--- src/rtl/router_output_arbiter_pkg.sv ---
`default_nettype none
// ============================================================================
// Module      : router_output_arbiter_pkg
// Description : Shared types and defaults for the router output arbiter.
// Revision    : 1.0 - initial release
// ============================================================================
package router_output_arbiter_pkg;

  localparam int DEFAULT_NUM_PORTS     = 5;
  localparam int DEFAULT_LOG_NUM_PORTS = 3;
  localparam int DEFAULT_WORD_WIDTH    = 128;

  typedef enum logic [0:0] {
    ARB_IDLE   = 1'b0,
    ARB_LOCKED = 1'b1
  } arb_state_e;

  // The tail flag always rides in the most significant bit of a flit.
  function automatic int tail_bit_pos(input int word_width);
    return word_width - 1;
  endfunction

endpackage
`default_nettype wire

--- src/rtl/rr_priority_select.sv ---
`default_nettype none
// ============================================================================
// Module      : rr_priority_select
// Description : Combinational round-robin picker: first set req bit at or
//               after rr_ptr, wrapping modulo NUM_PORTS.
// Revision    : 1.0 - initial release
// ============================================================================
module rr_priority_select
  import router_output_arbiter_pkg::*;
#(
  parameter int NUM_PORTS     = DEFAULT_NUM_PORTS,
  parameter int LOG_NUM_PORTS = DEFAULT_LOG_NUM_PORTS
) (
  input  logic [NUM_PORTS-1:0]     req,
  input  logic [LOG_NUM_PORTS-1:0] rr_ptr,
  output logic [LOG_NUM_PORTS-1:0] index,
  output logic                     found
);

  always_comb begin
    int w_pos;
    w_pos = 0;
    index = '0;
    found = 1'b0;
    for (int k = 0; k < NUM_PORTS; k++) begin
      w_pos = (int'(rr_ptr) + k) % NUM_PORTS;
      if (!found && req[w_pos]) begin
        found = 1'b1;
        index = w_pos[LOG_NUM_PORTS-1:0];
      end
    end
  end

endmodule
`default_nettype wire

--- src/rtl/router_output_arbiter.sv ---
`default_nettype none
// ============================================================================
// Module      : router_output_arbiter
// Description : Round-robin output-port arbiter with registered flit output.
//               ROUTER_ARB_PACKET_LOCK_EN holds the grant until the tail flit;
//               otherwise arbitration rotates after every flit.
// Revision    : 1.0 - initial release
// ============================================================================
module router_output_arbiter
  import router_output_arbiter_pkg::*;
#(
  parameter int NUM_PORTS     = DEFAULT_NUM_PORTS,
  parameter int LOG_NUM_PORTS = DEFAULT_LOG_NUM_PORTS,
  parameter int WORD_WIDTH    = DEFAULT_WORD_WIDTH
) (
  input  logic                            clk,
  input  logic                            rst_n,
  input  logic [NUM_PORTS-1:0]            req,
  input  logic [NUM_PORTS*WORD_WIDTH-1:0] data_in,
  input  logic                            out_ready,
  output logic [NUM_PORTS-1:0]            pop,
  output logic [WORD_WIDTH-1:0]           data_out,
  output logic                            valid_out,
  output logic [LOG_NUM_PORTS-1:0]        grant_idx,
  output logic                            busy
);

  localparam logic [0:0] ST_IDLE   = ARB_IDLE;
  localparam logic [0:0] ST_LOCKED = ARB_LOCKED;
  localparam int         TAIL_POS  = tail_bit_pos(WORD_WIDTH);

  logic [0:0]               r_state;
  logic [LOG_NUM_PORTS-1:0] r_rr_ptr;
  logic [LOG_NUM_PORTS-1:0] r_grant_idx;
  logic [WORD_WIDTH-1:0]    r_data_out;
  logic                     r_valid_out;

  logic [LOG_NUM_PORTS-1:0] w_sel_idx;
  logic                     w_sel_found;
  logic                     w_locked;
  logic                     w_pop_fire;
  logic                     w_release;
  logic [WORD_WIDTH-1:0]    w_flit;
  logic [LOG_NUM_PORTS-1:0] w_next_ptr;

  rr_priority_select #(
    .NUM_PORTS     (NUM_PORTS),
    .LOG_NUM_PORTS (LOG_NUM_PORTS)
  ) u_select (
    .req    (req),
    .rr_ptr (r_rr_ptr),
    .index  (w_sel_idx),
    .found  (w_sel_found)
  );

  assign w_locked   = (r_state == ST_LOCKED);
  assign w_pop_fire = w_locked & req[r_grant_idx] & out_ready;
  assign w_flit     = data_in[r_grant_idx*WORD_WIDTH +: WORD_WIDTH];
  assign w_next_ptr = (r_grant_idx == LOG_NUM_PORTS'(NUM_PORTS - 1)) ?
                      '0 : r_grant_idx + 1'b1;

`ifdef ROUTER_ARB_PACKET_LOCK_EN
  assign w_release = w_pop_fire & w_flit[TAIL_POS];
`else
  assign w_release = w_pop_fire;
`endif

  always_comb begin
    pop = '0;
    if (w_pop_fire) pop[r_grant_idx] = 1'b1;
  end

  always_ff @(posedge clk or negedge rst_n) begin
    if (!rst_n) begin
      r_state     <= ST_IDLE;
      r_rr_ptr    <= '0;
      r_grant_idx <= '0;
      r_data_out  <= '0;
      r_valid_out <= 1'b0;
    end else begin
      r_valid_out <= w_pop_fire;
      if (w_pop_fire) r_data_out <= w_flit;
      case (r_state)
        ST_IDLE: begin
          if (w_sel_found) begin
            r_grant_idx <= w_sel_idx;
            r_state     <= ST_LOCKED;
          end
        end
        ST_LOCKED: begin
          // Bubbles and stalls simply hold here; only a releasing pop rotates.
          if (w_release) begin
            r_state  <= ST_IDLE;
            r_rr_ptr <= w_next_ptr;
          end
        end
        default: r_state <= ST_IDLE;
      endcase
    end
  end

  assign data_out  = r_data_out;
  assign valid_out = r_valid_out;
  assign grant_idx = r_grant_idx;
  assign busy      = w_locked;

endmodule
`default_nettype wire

--- config.mk ---
export PLATFORM = sky130hd
export DESIGN_NAME = router_output_arbiter
export DESIGN_NICKNAME = d
export VERILOG_FILES = /design/src/rtl/router_output_arbiter_pkg.sv /design/src/rtl/rr_priority_select.sv /design/src/rtl/router_output_arbiter.sv
export SDC_FILE = /design/constraint.sdc
export NUM_CORES = 1
export LEC_CHECK = 0
export CELL_PAD_IN_SITES_DETAIL_PLACEMENT = 1
export CELL_PAD_IN_SITES_GLOBAL_PLACEMENT = 2
export CORE_AREA = 2 2 306 308
export CTS_CLUSTER_SIZE = 12
export DETAILED_ROUTE_END_ITERATION = 6
export DIE_AREA = 0 0 308 310
export GPL_ROUTABILITY_DRIVEN = 0
export PLACE_DENSITY = 0.54
export SYNTH_ARGS = -nofsm -noshare
export SYNTH_HDL_FRONTEND = slang
export SYNTH_SLANG_ARGS = --single-unit
--- constraint.sdc ---
create_clock -name clk -period 4.3 [get_ports clk]
set_input_delay 0.86 -clock clk [delete_from_list [all_inputs] [get_ports clk]]
set_output_delay 0.86 -clock clk [all_outputs]
set_load 0.03 [all_outputs]
==> results <==
[cells in the final DEF, fill, tap and decap left out, types with 8 or more instances in the layout]
cell type and count:
buf_4 32, a22oi_1 64, nand2b_1 10, nor3_1 8, mux2i_1 146, dfrtp_1 133, o21ai_0 212, clkdlybuf4s50_1 779
mux4_2 66, nor2_1 73, ha_1 17, nand2_1 208, inv_1 12, xnor2_1 8, a21oi_1 68, clkbuf_16 17
[cells by family (layout without fill, tap and decap cells)]
logic type | Yosys count | in the layout
compound gates | 388 | 388
xor+xnor | 11 | 11
fa+ha+maj | 17 | 17
buf+inv | 128 | 865
flops | 136 | 136
mux | 216 | 216
other cells | 0 | 2
simple gates | 331 | 331
[layer usage]
metal	track usage [%]	part of all wire, %	vias to the layer above
met1	15.8	39	6032
met5	0	0	-
met4	3.19	1.4	0
met2	25.7	53	434
li1	-	-	5948
met3	3.92	6.8	41
[sequential cells by signal, indices dropped and copies added, names as in the netlist]
name       cells
r_rr_ptr       3
data_out     128
grant_idx      3
valid_out      1
busy           1
[stage by stage]
stage          power (W)  hold slack (ns)  utilization, %  worst slack [ns]  instance area, µm²
4_1_cts           0.0134            0.444            22.4             0.487               20700
6_report          0.0130            0.397            22.4             0.517               20700
5_1_grt           0.0141            0.459            22.4             0.231               20700
3_3_place_gp      0.0115            0.461            21.8             0.629               20100
2_1_floorplan    0.00771            0.564               -             0.415               10900
3_5_place_dp      0.0117            0.471            21.8             0.499               20100
[cell type report]
cell class              count  area, µm²  share of cell area, %
flip-flops and latches    136       3410                   16.5
clock buffers              18        439                   2.12
diodes                      2       5.00                 0.0241
well taps                1197       1500                   7.22
multi-input cells         963       7010                   33.8
clock inverters            14        163                  0.784
repair buffers            817       8150                   39.3
inverters                  16       62.6                  0.302
[critical path: stages (launching register included)]
cell	delay [ns]
dfrtp_1	0.54
ha_1	0.39
a21oi_1	0.33
inv_2	0.14
ha_1	0.31
nor2b_1	0.19
o21ai_0	0.14
o2111ai_1	0.11
o311a_1	0.27
mux2_2	0.37
o211a_1	0.28
a41o_4	0.27
and3b_1	0.24
a211oi_2	0.05
[power by group]
part	switching, W	internal (W)	total (W)
clock network	0.000700	0.000884	0.00158
logic	0.00531	0.00378	0.00908
registers	0.000506	0.00180	0.00231
total	0.00651	0.00647	0.0130
[worst max-delay path by stage]
stage               cells after the start   startpoint  slack [ns]           end
floorplan                               8       req[3]        0.41        pop[0]
global route                           12  r_rr_ptr[2]        0.23  grant_idx[2]
global placement                       12  r_rr_ptr[2]        0.63  grant_idx[2]
finish                                 13  r_rr_ptr[2]        0.52  grant_idx[2]
CTS                                    12  r_rr_ptr[2]        0.49  grant_idx[2]
detailed placement                     12  r_rr_ptr[2]        0.50  grant_idx[2]
==> results.sh <==
export IMPL_setup_viol=0
export IMPL_ant_nets=0
export IMPL_finalSetupTns_ns=0
export IMPL_maxCapViolCount=0
export IMPL_fin_crit_ns=3.78
export IMPL_coreArea_mm2=0.0925
export IMPL_cp_start_kind="flip-flop"
export IMPL_grt_first_pass_wirelength_um=96500
export IMPL_n_fill_cell=10700
export IMPL_htree_levels=4
export IMPL_synth_xor_area_share_pct=0.954
export IMPL_synth_top_family_by_area="multiplexers"
export IMPL_finalClockSkew_ns=0.0134
export IMPL_yosys_top_cells_area="dfrtp_1 31%, mux4_2 14%, mux2i_1 13%"
export IMPL_drt_iter0_markers=397
export IMPL_synth_seq_cells=136
export IMPL_power_density_mw_per_mm2=626
export IMPL_drt_pass1_iterations=4
export IMPL_finalNetCount=2616
export IMPL_vdd_drop_max_mv=0.264
export IMPL_area_growth_pct=90.5
export IMPL_postCtsSetupBuffers=0
export IMPL_dpl_cell_count=3129
export IMPL_synth_top_area_share_pct=31.3
export IMPL_cts_resized=0
export IMPL_grt_pass1_vias=13800
export IMPL_cp_arrival_ns=4.10
export IMPL_wl_per_cell_um=21.9
export IMPL_period_share_pct=88.0
export IMPL_holdCritPathClass="in2async"
export IMPL_ios=786
export IMPL_r2r_end="grant_idx[2]"
export IMPL_synth_fa_ha_area_share_pct=1.95
export IMPL_fin_cells=3163
export IMPL_worstMarginPinSlew_ns=0.945
export IMPL_synth_edf_count=0
export IMPL_drc=0
export IMPL_worstSetupEndpointType="flip-flop"
export IMPL_die_area_mm2=0.0955
export IMPL_portBuffers=785
export IMPL_via_per_inst=3.94
export IMPL_yosysWarnings=0
export IMPL_cts_sinks=136
export IMPL_grt_ovfl_total=0
export IMPL_synth_top_area_cell="dfrtp_1"
export IMPL_drv_slew=0
export IMPL_worstPathMaxFanout=14
export IMPL_rsz0062_at_grt="no"
export IMPL_synthSimpleGateAreaFrac_pct=12.6
export IMPL_die_w_um=308
export IMPL_synth_common_cells="212 x o21ai_0, 209 x nand2_1, 146 x mux2i_1, 136 x dfrtp_1, 86 x clkbuf_1"
export IMPL_cts_path_max_buffers=2
export IMPL_synth_compound_area_share_pct=20.9
export IMPL_clk_pin_slew_ns=0.07
export IMPL_cts_tree="built"
export IMPL_grt_use_total_pct=13.9
export IMPL_wl_um=69300
export IMPL_antenna_found_initial=5
export IMPL_grt_max_degree=131
export IMPL_syn_avg_cell_area_um2=8.87
export IMPL_netlist_area_mm2=0.0109
export IMPL_hpwl_um=55600
export IMPL_die_h_um=310
export IMPL_ys_flop_type="dfrtp_1"
export IMPL_reg2reg_depth=13
export IMPL_leakage_nw=8.08
export IMPL_synthCells=1227
export IMPL_fmax_ghz=0.264
export IMPL_numCtsBuffers=17
export IMPL_start_util_pct=11.8
export IMPL_rows=112
export IMPL_worst_skew_pair_late_latency_ns=0.47
export IMPL_vias=12500
export IMPL_syn_nets=1892
export IMPL_slew_headroom_pct=37.0
export IMPL_ys_seq_area_share_pct=31.3
export IMPL_hold_viol=0
export IMPL_synthArstFlopShare_pct=100
export IMPL_synth_mux_area_share_pct=27.6
export IMPL_cts_root_buf="clkbuf_16"
export IMPL_ff2ff_setup_slack_ns=0.52
export IMPL_ys_types=61
export IMPL_synth_most_common_cell="o21ai_0"
export IMPL_criticalPathCategory="reg2reg"
export IMPL_status="complete, no violations"
export IMPL_drive_gt1_share_pct=8.25
export IMPL_cts_hold_buf=0
export IMPL_r2r_start="r_rr_ptr[2]"
export IMPL_required_ns=4.62
Note: power is estimated with default switching activity, not from simulation.
